`src/rtl/ram_arbiter_pkg.sv`:
```
// Shared defaults, owner tag type and helpers for the CPU/DMA single-port RAM arbiter.
package ram_arbiter_pkg;

  localparam int unsigned AW_DEF         = 8;
  localparam int unsigned DW_DEF         = 8;
  localparam int unsigned STARVE_MAX_DEF = 4;

  localparam int unsigned       CNT_W   = 4;
  localparam logic [CNT_W-1:0]  CNT_SAT = '1;

  typedef enum logic [1:0] {
    OWN_NONE = 2'd0,
    OWN_CPU  = 2'd1,
    OWN_DMA  = 2'd2
  } own_e;

  // Owner of the read whose data returns on ram_q in the following cycle.
  function automatic own_e read_owner(input logic gnt_cpu, input logic we_cpu,
                                      input logic gnt_dma, input logic we_dma);
    if (gnt_cpu && !we_cpu) return OWN_CPU;
    if (gnt_dma && !we_dma) return OWN_DMA;
    return OWN_NONE;
  endfunction

endpackage

```
`src/rtl/ram_arbiter_if.sv`:
```
// Requester ports (CPU, DMA) and RAM port bundle for ram_arbiter.
interface ram_arbiter_if
  import ram_arbiter_pkg::*;
#(
  parameter int unsigned AW = AW_DEF,
  parameter int unsigned DW = DW_DEF
);

  logic          cpu_req;
  logic          cpu_we;
  logic [AW-1:0] cpu_addr;
  logic [DW-1:0] cpu_wdata;
  logic          cpu_gnt;
  logic [DW-1:0] cpu_rdata;
  logic          cpu_rvalid;

  logic          dma_req;
  logic          dma_we;
  logic [AW-1:0] dma_addr;
  logic [DW-1:0] dma_wdata;
  logic          dma_gnt;
  logic [DW-1:0] dma_rdata;
  logic          dma_rvalid;

  logic [AW-1:0] ram_addr;
  logic [DW-1:0] ram_data;
  logic          ram_wren;
  logic [DW-1:0] ram_q;

  modport slave (
    input  cpu_req, cpu_we, cpu_addr, cpu_wdata,
    output cpu_gnt, cpu_rdata, cpu_rvalid,
    input  dma_req, dma_we, dma_addr, dma_wdata,
    output dma_gnt, dma_rdata, dma_rvalid,
    output ram_addr, ram_data, ram_wren,
    input  ram_q
  );

  modport master (
    output cpu_req, cpu_we, cpu_addr, cpu_wdata,
    input  cpu_gnt, cpu_rdata, cpu_rvalid,
    output dma_req, dma_we, dma_addr, dma_wdata,
    input  dma_gnt, dma_rdata, dma_rvalid,
    input  ram_addr, ram_data, ram_wren,
    output ram_q
  );

endinterface

```
`src/rtl/ram_arb_starve.sv`:
```
// Saturating count of consecutive cycles the DMA port was kept waiting.
module ram_arb_starve
  import ram_arbiter_pkg::*;
(
  input  logic             Clock,
  input  logic             Reset,
  input  logic             inc,
  input  logic             clr,
  output logic [CNT_W-1:0] cnt
);

  always_ff @(posedge Clock) begin
    if (Reset) begin
      cnt <= '0;
    end else if (clr) begin
      cnt <= '0;
    end else if (inc && (cnt != CNT_SAT)) begin
      cnt <= cnt + 1'b1;
    end
  end

endmodule

```
`src/rtl/ram_arbiter.sv`:
```
// CPU-priority arbiter for one synchronous single-port RAM, with a starvation
// limit that forces a DMA grant and read-data steering by a registered owner tag.
module ram_arbiter
  import ram_arbiter_pkg::*;
#(
  parameter int unsigned AW         = AW_DEF,
  parameter int unsigned DW         = DW_DEF,
  parameter int unsigned STARVE_MAX = STARVE_MAX_DEF
) (
  input logic          Clock,
  input logic          Reset,
  ram_arbiter_if.slave bus
);

  localparam logic [CNT_W-1:0] STARVE_LIM = CNT_W'(STARVE_MAX);

  logic [CNT_W-1:0] starve_cnt;
  logic             starve_inc;
  logic             starve_clr;
  logic             force_dma;
  logic             cpu_gnt;
  logic             dma_gnt;

  logic [AW-1:0]    addr_shadow;
  logic [AW-1:0]    addr_sel;
  logic [DW-1:0]    wdata_sel;
  logic             wren_sel;

  own_e             rd_own;
  own_e             rd_own_nxt;

  ram_arb_starve u_starve (
    .Clock (Clock),
    .Reset (Reset),
    .inc   (starve_inc),
    .clr   (starve_clr),
    .cnt   (starve_cnt)
  );

  // Grants are gated by Reset so nothing issues in a reset cycle.
  always_comb begin
    force_dma  = bus.dma_req && (starve_cnt >= STARVE_LIM);
    cpu_gnt    = !Reset && bus.cpu_req && !force_dma;
    dma_gnt    = !Reset && bus.dma_req && !cpu_gnt;
    starve_inc = bus.dma_req && !dma_gnt;
    starve_clr = !starve_inc;
  end

  // With no grant the address holds the last issued one, so an idle RAM sees a stable bus.
  always_comb begin
    addr_sel  = addr_shadow;
    wdata_sel = bus.cpu_wdata;
    wren_sel  = 1'b0;
    if (cpu_gnt) begin
      addr_sel  = bus.cpu_addr;
      wdata_sel = bus.cpu_wdata;
      wren_sel  = bus.cpu_we;
    end else if (dma_gnt) begin
      addr_sel  = bus.dma_addr;
      wdata_sel = bus.dma_wdata;
      wren_sel  = bus.dma_we;
    end
  end

  always_comb begin
    rd_own_nxt = read_owner(cpu_gnt, bus.cpu_we, dma_gnt, bus.dma_we);
  end

  always_ff @(posedge Clock) begin
    if (Reset) begin
      rd_own      <= OWN_NONE;
      addr_shadow <= '0;
    end else begin
      rd_own      <= rd_own_nxt;
      addr_shadow <= addr_sel;
    end
  end

  assign bus.cpu_gnt    = cpu_gnt;
  assign bus.dma_gnt    = dma_gnt;
  assign bus.ram_addr   = addr_sel;
  assign bus.ram_data   = wdata_sel;
  assign bus.ram_wren   = wren_sel;

  // rd_own still holds the pre-reset owner during the reset cycle, so valids are gated too.
  assign bus.cpu_rvalid = !Reset && (rd_own == OWN_CPU);
  assign bus.dma_rvalid = !Reset && (rd_own == OWN_DMA);
  assign bus.cpu_rdata  = bus.ram_q;
  assign bus.dma_rdata  = bus.ram_q;

endmodule

```
`src/flat_wrapper.sv`:
```
// flat-port wrapper written by rule: the top's interface ports become plain ports
module ram_arbiter_flat import ram_arbiter_pkg::*;
#(
  parameter int unsigned AW         = AW_DEF,
  parameter int unsigned DW         = DW_DEF,
  parameter int unsigned STARVE_MAX = STARVE_MAX_DEF
)
  (Clock, Reset, bus_cpu_req, bus_cpu_we, bus_cpu_addr, bus_cpu_wdata, bus_cpu_gnt, bus_cpu_rdata, bus_cpu_rvalid, bus_dma_req, bus_dma_we, bus_dma_addr, bus_dma_wdata, bus_dma_gnt, bus_dma_rdata, bus_dma_rvalid, bus_ram_addr, bus_ram_data, bus_ram_wren, bus_ram_q);
  ram_arbiter_if #(.AW(AW), .DW(DW)) bus_i ();
  input logic Clock;
  input logic Reset;
  input wire logic [$bits(bus_i.cpu_req)-1:0] bus_cpu_req;
  input wire logic [$bits(bus_i.cpu_we)-1:0] bus_cpu_we;
  input wire logic [$bits(bus_i.cpu_addr)-1:0] bus_cpu_addr;
  input wire logic [$bits(bus_i.cpu_wdata)-1:0] bus_cpu_wdata;
  output wire logic [$bits(bus_i.cpu_gnt)-1:0] bus_cpu_gnt;
  output wire logic [$bits(bus_i.cpu_rdata)-1:0] bus_cpu_rdata;
  output wire logic [$bits(bus_i.cpu_rvalid)-1:0] bus_cpu_rvalid;
  input wire logic [$bits(bus_i.dma_req)-1:0] bus_dma_req;
  input wire logic [$bits(bus_i.dma_we)-1:0] bus_dma_we;
  input wire logic [$bits(bus_i.dma_addr)-1:0] bus_dma_addr;
  input wire logic [$bits(bus_i.dma_wdata)-1:0] bus_dma_wdata;
  output wire logic [$bits(bus_i.dma_gnt)-1:0] bus_dma_gnt;
  output wire logic [$bits(bus_i.dma_rdata)-1:0] bus_dma_rdata;
  output wire logic [$bits(bus_i.dma_rvalid)-1:0] bus_dma_rvalid;
  output wire logic [$bits(bus_i.ram_addr)-1:0] bus_ram_addr;
  output wire logic [$bits(bus_i.ram_data)-1:0] bus_ram_data;
  output wire logic [$bits(bus_i.ram_wren)-1:0] bus_ram_wren;
  input wire logic [$bits(bus_i.ram_q)-1:0] bus_ram_q;
  assign bus_i.cpu_req = bus_cpu_req;
  assign bus_i.cpu_we = bus_cpu_we;
  assign bus_i.cpu_addr = bus_cpu_addr;
  assign bus_i.cpu_wdata = bus_cpu_wdata;
  assign bus_cpu_gnt = bus_i.cpu_gnt;
  assign bus_cpu_rdata = bus_i.cpu_rdata;
  assign bus_cpu_rvalid = bus_i.cpu_rvalid;
  assign bus_i.dma_req = bus_dma_req;
  assign bus_i.dma_we = bus_dma_we;
  assign bus_i.dma_addr = bus_dma_addr;
  assign bus_i.dma_wdata = bus_dma_wdata;
  assign bus_dma_gnt = bus_i.dma_gnt;
  assign bus_dma_rdata = bus_i.dma_rdata;
  assign bus_dma_rvalid = bus_i.dma_rvalid;
  assign bus_ram_addr = bus_i.ram_addr;
  assign bus_ram_data = bus_i.ram_data;
  assign bus_ram_wren = bus_i.ram_wren;
  assign bus_i.ram_q = bus_ram_q;
  ram_arbiter #(.AW(AW), .DW(DW), .STARVE_MAX(STARVE_MAX)) u_core (.Clock(Clock), .Reset(Reset), .bus(bus_i));
endmodule
```
`config.mk`:
```
export PLATFORM = sky130hd
export DESIGN_NAME = ram_arbiter_flat
export DESIGN_NICKNAME = d
export VERILOG_FILES = /design/src/rtl/ram_arbiter_pkg.sv /design/src/rtl/ram_arbiter_if.sv /design/src/rtl/ram_arb_starve.sv /design/src/rtl/ram_arbiter.sv /design/src/flat_wrapper.sv
export SDC_FILE = /design/constraint.sdc
export NUM_CORES = 1
export LEC_CHECK = 0
export ABC_AREA = 1
export CAP_MARGIN = 20
export CORE_AREA = 4 4 54 68
export DETAILED_ROUTE_END_ITERATION = 10
export DIE_AREA = 0 0 58 72
export PLACE_DENSITY = 0.77
export SYNTH_ARGS = -nofsm -noshare
export SYNTH_HDL_FRONTEND = slang
export SYNTH_SLANG_ARGS = --single-unit
```
`constraint.sdc`:
```
create_clock -name Clock -period 1.4 [get_ports Clock]
set_input_delay 0.21 -clock Clock [delete_from_list [all_inputs] [get_ports Clock]]
set_output_delay 0.21 -clock Clock [all_outputs]
set_load 0.01 [all_outputs]
```
==> out/metrics.cfg <==
[status]
outcome = finished with violations
violations = setup timing

[synth]
ys_seq_area_frac = 0.318
yosys-top-cells-count = 45 x nand2_1, 18 x buf_4, 18 x inv_1, 14 x dfxtp_1, 14 x nor2_1
syn_area_um2 = 881
synth_nets = 186
yosysMostFrequentCell = nand2_1
synth_cells = 139
synth_edf_count = 0
async_flop_share = 0
netlist.area_leader.share = 0.318
synth_top_cells_by_area = dfxtp_1 32%, nand2_1 19%, buf_4 15%, inv_1 7.7%, nor2_1 6.0%
yosysUniqueCellTypes = 16
yosys.area.top_type = dfxtp_1
synthFlopType = dfxtp_1
syn_area_per_cell_um2 = 6.34
synth-seq-cells = 14
ys_warn_count = 0

[floorplanning]
pin_count = 83
core_area_um2 = 3110
num_rows = 23
initial_utilization = 0.283
die_y_um = 72
die_area_um2 = 4180
die_w_um = 58

[routing]
routedLengthMet1_um = 984
drt_iter0_drc = 34
drc = 0
vias = 1094
wire_per_inst_um = 11.7
top_layer = met4
met2WireLength_um = 1590
drtPass1Iterations = 4
dr_wl_met3_um = 286
postRouteAntennaNets = 0
totalWireLength_um = 2910
vias_per_cell = 4.41

[timing]
period_needed_ns = 1.57
finalClockSkew_ns = 0.00132
setup_slack_ns = -0.167
setup_tns_ns = -2.17
hold_viol_final = 0
setup_viol = 18
holdWs_ns = 0.278
rsz0062_at_grt = true
maxSlewViolCount = 0
fmax_mhz = 638
timing.final.crit_share = 1.12

[cells_and_area]
fill_cells = 281
drive_above_1_share = 0.450
instances_no_fill = 248
final_util = 0.581
final_nets = 259
antenna-diode-count = 0
area_growth_pct = 105

[clocking]
clock-sinks = 14
numCtsBuffers = 3
holdBufCountCts = 0
clock_path_buffers = 2
htreeDepth = 1
clock_tree.root_cell = clkbuf_8
cts_tree = done
clk-insertion-delay-late_ns = 0.24
clk_pin_slew_worst_paths_ns = 0.06

[global_route]
antenna_found_initial = 0
globalRouteTotalUtil = 0.143
grt_pass1_wl_um = 4660
grt_pass1_vias = 1136
grt_overflow = 0
grt_max_degree = 11

[placed_design]
io_buffers = 58
hpwl_um = 1830
globalplace.congestion = 0.755
dp_cells = 230

[power]
power.density_nw_per_um2 = 748
p_leak_nw = 0.920
vdd_drop_max_v = 0.000410

[setup_path]
crit_arrival_ns = 1.36
required_ns = 1.19
critPathMaxFanout = 5
startpoint_type = flip-flop
reg2reg_depth = 9
criticalPathCategory = reg2out
endpoint_kind = output pin

[min_path]
min_path_type = in2reg
hold_depth = 3

[run]
max_cap_viol_count = 0

-- cells in the final DEF, fill, tap and decap left out --
master and instances:
clkbuf_2 2, nand3_4 1, nand2_2 11, nor3_1 2, nor2_1 11, dlygate4sd2_1 2, o21ai_2 5, clkdlybuf4s50_1 34
dfxtp_1 12, conb_1 1, dfxtp_2 2, nor2_4 2, inv_2 1, inv_1 17, o2111ai_1 2, nand3_2 7
nand2_1 33, nor2_2 2, buf_8 2, buf_4 19, nand2_4 2, clkbuf_8 4, clkdlybuf4s15_1 1, buf_6 11
ha_1 1, o21ai_4 5, nand2_8 1, buf_12 1, clkinv_4 2, buf_2 15
-- state kept, by name (all words and copies together) (netlist names) --
signal and flops:
u_core.addr_shadow 8, u_core.rd_own 2, u_core.u_starve.cnt 4
-- per-layer routing --
| layer | GRT usage | vias to the layer above |
|---|---|---|
| li1 | - | 552 |
| met2 | 0.266 | 54 |
| met5 | 0 | - |
| met4 | 0.0644 | 0 |
| met3 | 0.0480 | 9 |
| met1 | 0.140 | 479 |
-- logic make-up after synthesis --
logic type,after synthesis,share of synthesized area
compound gates,12,0.0767
fa+ha+maj,1,0.0142
buf+inv,39,0.251
flops,14,0.318
other cells,1,0.00426
simple gates,72,0.335
-- what timing repair did --
item                       4_1_cts  5_1_grt
setup endpoints to repair       28       24
pin swaps                       17       15
gates cloned                     2        0
setup buffers                    9        4
resized for setup              129       34
hold endpoints to repair         0        0
-- power breakdown --
part           switching (mW)  internal (mW)
clock                   0.140          0.249
sequential            0.00742          0.423
combinational           0.231          0.302
total                   0.378          0.975
-- critical path, stage by stage, from the launching register on --
cell	delay (ns)
dfxtp_2	0.32
o21ai_2	0.16
nand2_4	0.12
buf_8	0.17
o21ai_2	0.14
inv_1	0.06
buf_2	0.13
-- metrics by stage --
| step | worst slack (ns) | total power, mW | cell area [um^2] |
|---|---|---|---|
| floorplan | 0.155 | 0.629 | 881 |
| global placement | -0.781 | 0.857 | 1490 |
| detailed placement | -0.782 | 0.861 | 1490 |
| CTS | -0.160 | 1.29 | 1650 |
| global route | -0.239 | 1.43 | 1810 |
| finish | -0.167 | 1.35 | 1810 |
-- area by class of cell --
type / instances / area (um^2) / area share
well taps: 37 / 46.3 / 0.0256
multi-input cells: 86 / 568 / 0.314
inverters: 19 / 76.3 / 0.0422
repair inverters: 1 / 8.76 / 0.00485
clock buffers: 4 / 55.1 / 0.0305
repair buffers: 87 / 769 / 0.426
flip-flops and latches: 14 / 283 / 0.157
-- path summary, 6_finish.rpt --
kind	startpoint	to	slack, ns
setup / recovery	u_core.u_starve.cnt[3]	bus_ram_addr[3]	-0.17
hold / removal	bus_dma_req	u_core.u_starve.cnt[1]	0.28
setup reg to reg	u_core.u_starve.cnt[3]	u_core.addr_shadow[3]	0.04
hold reg to reg	u_core.u_starve.cnt[0]	u_core.u_starve.cnt[0]	0.55
No activity file was read; power rests on OpenSTA's default activity.
